===== src/rtl/mem_port_arbiter.sv =====
// Two-requester round-robin arbiter for a single 1-cycle-latency byte RAM port, with bounded bursts and tagged read return.
// Optional ARB_STATS_EN adds per-requester beat/wait counters (saturating, clearable by stat_clr).
module mem_port_arbiter #(
  parameter int AW        = 16,
  parameter int DW        = 8,
  parameter int MAX_BURST = 16
) (
  input  logic          clk,
  input  logic          rst_n,
  input  logic          r0_req,
  input  logic          r0_we,
  input  logic [AW-1:0] r0_addr,
  input  logic [DW-1:0] r0_wdata,
  output logic          r0_gnt,
  output logic          r0_rvalid,
  output logic [DW-1:0] r0_rdata,
  input  logic          r1_req,
  input  logic          r1_we,
  input  logic [AW-1:0] r1_addr,
  input  logic [DW-1:0] r1_wdata,
  output logic          r1_gnt,
  output logic          r1_rvalid,
  output logic [DW-1:0] r1_rdata,
  output logic          mem_we,
  output logic [AW-1:0] mem_addr,
  output logic [DW-1:0] mem_wdata,
  input  logic [DW-1:0] mem_rdata,
`ifdef ARB_STATS_EN
  input  logic          stat_clr,
  output logic [15:0]   stat_beats0,
  output logic [15:0]   stat_beats1,
  output logic [15:0]   stat_wait0,
  output logic [15:0]   stat_wait1,
`endif
  output logic          owner
);

  localparam int CW = $clog2(MAX_BURST + 1);
  localparam logic [CW-1:0] CNT_MAX = CW'(MAX_BURST - 1);

  typedef enum logic [1:0] {IDLE, OWN0, OWN1} state_t;

  state_t        state_q, state_d;
  logic [CW-1:0] burst_cnt_q, burst_cnt_d, cnt_cur;
  logic          last_q, last_d;
  logic          owner_q;
  logic          rd_pend_q, rd_pend_d;
  logic          rd_tag_q;
  logic [AW-1:0] mem_addr_q;
  logic [DW-1:0] mem_wdata_q;
  logic          grant, sel, fresh, other_req, we_sel;

  always_comb begin
    grant = 1'b0;
    sel   = owner_q;
    fresh = 1'b0;
    case (state_q)
      IDLE: begin
        if (r0_req && r1_req) begin
          grant = 1'b1; sel = ~last_q; fresh = 1'b1;
        end else if (r0_req) begin
          grant = 1'b1; sel = 1'b0; fresh = 1'b1;
        end else if (r1_req) begin
          grant = 1'b1; sel = 1'b1; fresh = 1'b1;
        end
      end
      OWN0: begin
        if (r0_req) begin
          grant = 1'b1; sel = 1'b0;
        end else if (r1_req) begin
          grant = 1'b1; sel = 1'b1; fresh = 1'b1;
        end
      end
      OWN1: begin
        if (r1_req) begin
          grant = 1'b1; sel = 1'b1;
        end else if (r0_req) begin
          grant = 1'b1; sel = 1'b0; fresh = 1'b1;
        end
      end
      default: ;
    endcase
    if (!rst_n) grant = 1'b0;

    // A fresh tenure (new owner this cycle) starts its burst count from zero.
    cnt_cur   = fresh ? '0 : burst_cnt_q;
    other_req = sel ? r0_req : r1_req;
    we_sel    = sel ? r1_we : r0_we;

    state_d     = IDLE;
    burst_cnt_d = burst_cnt_q;
    last_d      = last_q;
    if (grant) begin
      last_d = sel;
      if (other_req && cnt_cur == CNT_MAX) begin
        state_d     = sel ? OWN0 : OWN1;
        burst_cnt_d = '0;
      end else begin
        state_d     = sel ? OWN1 : OWN0;
        burst_cnt_d = (cnt_cur == CNT_MAX) ? CNT_MAX : cnt_cur + CW'(1);
      end
    end
    rd_pend_d = grant & ~we_sel;
  end

  assign r0_gnt    = grant & ~sel;
  assign r1_gnt    = grant &  sel;
  assign owner     = grant ? sel : owner_q;
  assign mem_we    = grant & we_sel;
  assign mem_addr  = grant ? (sel ? r1_addr : r0_addr) : mem_addr_q;
  assign mem_wdata = grant ? (sel ? r1_wdata : r0_wdata) : mem_wdata_q;

  assign r0_rvalid = rst_n & rd_pend_q & ~rd_tag_q;
  assign r1_rvalid = rst_n & rd_pend_q &  rd_tag_q;
  assign r0_rdata  = mem_rdata;
  assign r1_rdata  = mem_rdata;

  always_ff @(posedge clk) begin
    if (!rst_n) begin
      state_q     <= IDLE;
      burst_cnt_q <= '0;
      last_q      <= 1'b1;
      owner_q     <= 1'b0;
      rd_pend_q   <= 1'b0;
      rd_tag_q    <= 1'b0;
      mem_addr_q  <= '0;
      mem_wdata_q <= '0;
    end else begin
      state_q     <= state_d;
      burst_cnt_q <= burst_cnt_d;
      last_q      <= last_d;
      owner_q     <= owner;
      rd_pend_q   <= rd_pend_d;
      rd_tag_q    <= sel;
      mem_addr_q  <= mem_addr;
      mem_wdata_q <= mem_wdata;
    end
  end

`ifdef ARB_STATS_EN
  logic [15:0] beats0_q, beats1_q, wait0_q, wait1_q;

  function automatic logic [15:0] sat_inc(input logic [15:0] v, input logic en);
    return (en && v != 16'hFFFF) ? v + 16'd1 : v;
  endfunction

  always_ff @(posedge clk) begin
    if (!rst_n || stat_clr) begin
      beats0_q <= '0;
      beats1_q <= '0;
      wait0_q  <= '0;
      wait1_q  <= '0;
    end else begin
      beats0_q <= sat_inc(beats0_q, r0_gnt);
      beats1_q <= sat_inc(beats1_q, r1_gnt);
      wait0_q  <= sat_inc(wait0_q, r0_req & ~r0_gnt);
      wait1_q  <= sat_inc(wait1_q, r1_req & ~r1_gnt);
    end
  end

  assign stat_beats0 = beats0_q;
  assign stat_beats1 = beats1_q;
  assign stat_wait0  = wait0_q;
  assign stat_wait1  = wait1_q;
`endif

endmodule


===== config.mk =====
export PLATFORM = sky130hd
export DESIGN_NAME = mem_port_arbiter
export DESIGN_NICKNAME = d
export VERILOG_FILES = /design/src/rtl/mem_port_arbiter.sv
export SDC_FILE = /design/constraint.sdc
export NUM_CORES = 1
export LEC_CHECK = 0
export CORE_MARGIN = 2
export CORE_UTILIZATION = 43
export CTS_CLUSTER_DIAMETER = 30
export CTS_CLUSTER_SIZE = 28
export DETAILED_ROUTE_END_ITERATION = 10
export PLACE_DENSITY = 0.86
export SYNTH_ARGS = -nofsm -noshare
export SYNTH_HDL_FRONTEND = slang
export SYNTH_SLANG_ARGS = --single-unit
export TNS_END_PERCENT = 50

===== constraint.sdc =====
create_clock -name clk -period 4.8 [get_ports clk]
set_input_delay 0.96 -clock clk [delete_from_list [all_inputs] [get_ports clk]]
set_output_delay 0.96 -clock clk [all_outputs]
set_load 0.01 [all_outputs]

# After elaboration in Yosys (flattened, before gate mapping)
# Cells that the tools add are included.
[totals] reg_bits=35 latchBits=0 ramBits=0 romBits=0 output_inout_bits=46 word_cells=56 n_memories=0
[classes] n_addsub=1 n_mul=0 div=0 n_lt_le_gt_ge=0 n_eq_ne=3 shift=0 n_mux=29 bitwise=11 reduce_logical=4
[ops] op="16-bit two-way mux" count=2
[ops] op="1-bit two-way mux" count=16
[ops] op="8-bit two-way mux" count=2
[ops] op="5-bit two-way mux" count=3
[ops] op="1-bit case mux with 3 select lines" count=3
[ops] op="1-bit bitwise AND" count=7
[ops] op="2-bit two-way mux" count=3
[ops] op="5-bit by 1-bit adder with 5-bit output, second input constant" count=1
[ops] op="5-bit by 4-bit equality test with 1-bit output, second input constant" count=1
[ops] op="1-bit inverter" count=4
[ops] op="2-bit by 1-bit equality test with 1-bit output, second input constant" count=1
[ops] op="2-bit equality test, second input constant" count=1
[ops] op="1-bit logical AND" count=2
[ops] op="2-bit logical NOT" count=1
[ops] op="2-bit AND reduction" count=1

# Logic depth before layout (Yosys ltp)
[depth] word_depth=8 ltp_mapped=11 mapped_depth_nobuf=11

# Least setup slack after synthesis
# No wires, ideal clock.
[synth_path] path_type="input to output" from="input port r1_req" to="output port mem_addr[0]" t_arrival_ns=1.923 setup_slack_ns=1.917 cell_stages=5 cell_sequence="o22ai_1 nor2_1 nand2_1 clkbuf_1 o21ai_1"
[synth_via] elab_chain_cells=6 elab_cells_between_ends=14 cone_classes="mux (13); reduce/logical (1)"
[synth_rtl] element="from (decl)" line="17" rtl="input logic r1_req,"
[synth_rtl] element="1-bit two-way mux" line="63, 70"
[synth_rtl] element="1-bit two-way mux, on equally long branches" line="68, 61"
[synth_rtl] element="1-bit two-way mux" line="59" rtl="if (r0_req && r1_req) begin"
[synth_rtl] element="1-bit case mux with 3 select lines" line="57" rtl="case (state_q)"
[synth_rtl] element="16-bit two-way mux or 1-bit two-way mux (tied branches)" line="110, 83"
[synth_rtl] element="16-bit two-way mux (*)" line="110" rtl="assign mem_addr = grant ? (sel ? r1_addr : r0_addr) : mem_addr_q;"
[synth_rtl] element="to (decl)" line="25" rtl="output logic [AW-1:0] mem_addr,"
# Mark *: on every way between the ends. The rest lies on a longest branch, timed or not.

# Final worst setup path
[layout_path] from="input port r0_req" to="output port r0_gnt"
[layout_via] elab_chain_cells=5 elab_cells_between_ends=14 cone_classes="mux (11); bitwise (2); reduce/logical (1)"
[layout_rtl] element="from (decl)" line="10" rtl="input logic r0_req,"
[layout_rtl] element="1-bit two-way mux, or another cell as far along" line="77" rtl="end else if (r0_req) begin"
[layout_rtl] element="1-bit two-way mux, on equally long branches" line="75, 59"
[layout_rtl] element="1-bit case mux with 3 select lines" line="57"
[layout_rtl] element="1-bit two-way mux or 1-bit inverter (tied branches)" line="83, 106"
[layout_rtl] element="1-bit bitwise AND (*)" line="106" rtl="assign r0_gnt = grant & ~sel;"
[layout_rtl] element="to (decl)" line="14" rtl="output logic r0_gnt,"
# Marked as above.

==> flow_metrics.py <==
metrics = {
    "outcome": {
        "status": "finished, final reports clean",
    },
    "worst_setup_path": {
        "crit_buf_inv": 3,
        "crit_path_start_kind": "input port",
        "crit_arrival_ps": 3230,
        "r2r_end": "state_q[1]",
        "endpoint_kind": "output pin",
        "slowest_stage": "clkdlybuf4s50_1",
        "rr_startpoint": "state_q[0]",
        "path_class": "input port to output pin",
        "crit_chain": "clkdlybuf4s50_1 > o22ai_1 > nor2_4 > buf_4 > and2_1 > and2_1 > clkdlybuf4s50_1",
        "path_delay_family": "buffers and inverters",
        "critPathCapture": "r0_gnt",
        "crit_start": "r0_req",
        "max_stage_delay_ps": 600,
        "rrSetupSlack_ps": 2160,
        "reg2reg_depth": 11,
        "cp_num_cells": 7,
        "worstPathRequired_ps": 3840,
        "worst-path-max-fanout": 61,
    },
    "synthesis": {
        "synth-seq-cells": 35,
        "yosys-top-cells-area": "dfxtp_1 (34%), mux2i_1 (12%), o21ai_0 (7.2%)",
        "synth-simple-area-share": 0.145,
        "avgSynthCellArea_um2": 7.75,
        "postSynthCellCount": 268,
        "synthXorXnorAreaFrac": 0,
        "synthTopCellsByCount": "dfxtp_1 (35), nand2_1 (32), o21ai_0 (30), a21oi_1 (28), o21ai_1 (27)",
        "muxShareOfSynthArea": 0.120,
        "synth-compound-area-share": 0.254,
        "synthAdderAreaFrac": 0.0301,
        "synth.distinct_cells": 31,
        "synth_nets": 335,
        "yosysMostFrequentCell": "dfxtp_1",
        "synth_top_family_by_area": "compound AO/OA/AOI/OAI gates",
        "synth-edff-count": 0,
        "ys_seq_area_frac": 0.337,
        "synth_top_area_cell": "dfxtp_1",
        "yosysWarnings": 0,
        "async_flop_share": 0,
        "netlist_area_um2": 2080,
        "synth_top_area_share": 0.337,
        "ys.flop_type": "dfxtp_1",
    },
    "place": {
        "io_buffers": 83,
        "numPlacedInstances": 376,
        "gp_congestion": 0.833,
        "dp_hpwl_mm": 3.61,
    },
    "timing": {
        "slew_headroom": 0.665,
        "fin_skew_ps": 9.70,
        "period_share": 0.872,
        "fin_tns_setup_ps": 0,
        "finalSetupViolations": 0,
        "whs_ps": 462,
        "tightest_slew_ps": 503,
        "finalHoldViolations": 0,
        "max_clock_freq_ghz": 0.239,
        "rsz0062_at_grt": "false",
        "drv_slew": 0,
        "fin_crit_ps": 4190,
    },
    "final_layout": {
        "stdcell_count": 384,
        "fill_cells": 420,
        "antenna_cells": 0,
        "final_nets": 396,
        "synthToLayoutAreaGrowth_pct": 39.1,
        "drive_above_1_share": 0.0424,
    },
    "power": {
        "powerDensity_nw_per_um2": 414,
        "p_leak_nw": 1.20,
        "p_total_mw": 1.20,
        "ir_drop_uv": 249,
    },
    "routing": {
        "routedWlPerCell_um": 12.8,
        "vias_per_cell": 5.38,
        "drcViolationCount": 0,
        "drt_iter0_markers": 152,
        "firstDrtPassIters": 4,
        "totalWireLength_mm": 4.91,
        "vias": 2067,
        "drtAntennaViolNets": 0,
    },
    "hold_path": {
        "hold_path.class": "flop to flop",
    },
    "grt": {
        "overflow": 0,
        "grt_start_max_net_pins": 62,
        "first_global_vias": 1888,
        "track_usage": 0.189,
        "grt_pass1_wl_mm": 8.14,
        "antenna_found_initial": 0,
    },
    "clock_network": {
        "clock_sinks": 35,
        "hold_buffers": 0,
        "h-tree-depth": 2,
        "cts_buffers": 5,
        "root_buffer": "clkbuf_8",
        "cts_tree": "built",
        "cts_buffer_depth": 2,
        "post_cts_buffers": 0,
        "path_clk_slew_ps": 70,
        "cts_resized": 0,
        "clk_latency_ps": 280,
    },
    "floorplanning": {
        "die_y_um": 73.5,
        "start_util": 0.443,
        "die_w_um": 73.5,
        "row_count": 25,
        "core_area_um2": 4690,
        "die-area_um2": 5410,
        "ioPinCount": 108,
    },
    "flow_run": {
        "drv_cap": 0,
    },
}
worst min-delay path: stages (launching register included):
cell     delay (ps)
dfxtp_1         330
nand2_1          60
a21oi_1          30
metrics by stage:
step            util  cell area, um^2  worst slack (ps)
3_3_place_gp   0.599             2810               695
6_report       0.616             2890               613
5_1_grt        0.616             2890               455
4_1_cts        0.616             2890               633
2_1_floorplan      -             2080              1920
3_5_place_dp   0.599             2810               637
state kept, by name (all words and copies together) (netlist names):
| signal | cells |
|---|---|
| burst_cnt_q | 5 |
| last_q | 1 |
| mem_addr_q | 16 |
| mem_wdata_q | 8 |
| owner_q | 1 |
| rd_pend_q | 1 |
| rd_tag_q | 1 |
| state_q | 2 |
power breakdown:
group          switching [mW]  internal (mW)  leakage, nW
combinational           0.301          0.298        0.868
clock                  0.0989          0.102       0.0422
sequential             0.0358          0.360        0.290
cells in the final DEF, fill, tap and decap left out, drive strengths merged:
| master | count |
|---|---|
| a21boi | 1 |
| a21oi | 28 |
| a22oi | 1 |
| a311o | 1 |
| a31oi | 4 |
| a41o | 1 |
| and2 | 5 |
| and3 | 5 |
| buf | 5 |
| clkbuf | 7 |
| clkdlybuf4s50 | 83 |
| clkinv | 1 |
| dfxtp | 35 |
| ha | 5 |
| inv | 6 |
| mux2i | 25 |
| nand2 | 32 |
| nand2b | 1 |
| nand3 | 4 |
| nor2 | 10 |
| nor2b | 5 |
| nor3 | 1 |
| nor3b | 1 |
| o211ai | 1 |
| o21ai | 57 |
| o21bai | 1 |
| o221ai | 1 |
| o22ai | 1 |
| o31ai | 1 |
| or3 | 1 |
logic make-up after synthesis:
group,count (synthesis)
muxes,25
AOI/OAI and AO/OA,98
DFF,35
and+or+nand+nor,65
buffers and inverters,40
adders and majority gates,5
layout make-up:
cell class | instances | area [um^2] | area share
Clock buffer | 7 | 76.3 | 0.0264
Multi-Input combinational cell | 193 | 1150 | 0.398
Inverter | 6 | 22.5 | 0.00779
Timing Repair Buffer | 88 | 868 | 0.300
Tap cell | 54 | 67.6 | 0.0234
Clock inverter | 1 | 5.00 | 0.00173
Sequential cell | 35 | 701 | 0.242
metal layers:
layer	global-route usage	vias up	wire length, um	part of all wire
li1	-	1045	-	-
met1	0.230	946	2070	0.42
met2	0.311	70	2430	0.50
met3	0.0658	6	369	0.075
met4	0.0667	0	37	0.0075
met5	0	-	0	0
how the worst min path moves through the flow:
stage	from	cells past startpoint	slack, ps	endpoint
floorplan	burst_cnt_q[4]	2	420	burst_cnt_q[4]
global placement	burst_cnt_q[4]	2	440	burst_cnt_q[4]
detailed placement	burst_cnt_q[4]	2	450	burst_cnt_q[4]
CTS	burst_cnt_q[4]	2	460	burst_cnt_q[4]
global route	burst_cnt_q[4]	2	480	burst_cnt_q[4]
finish	burst_cnt_q[4]	2	460	burst_cnt_q[4]
(Power assumes the default switching activity.)
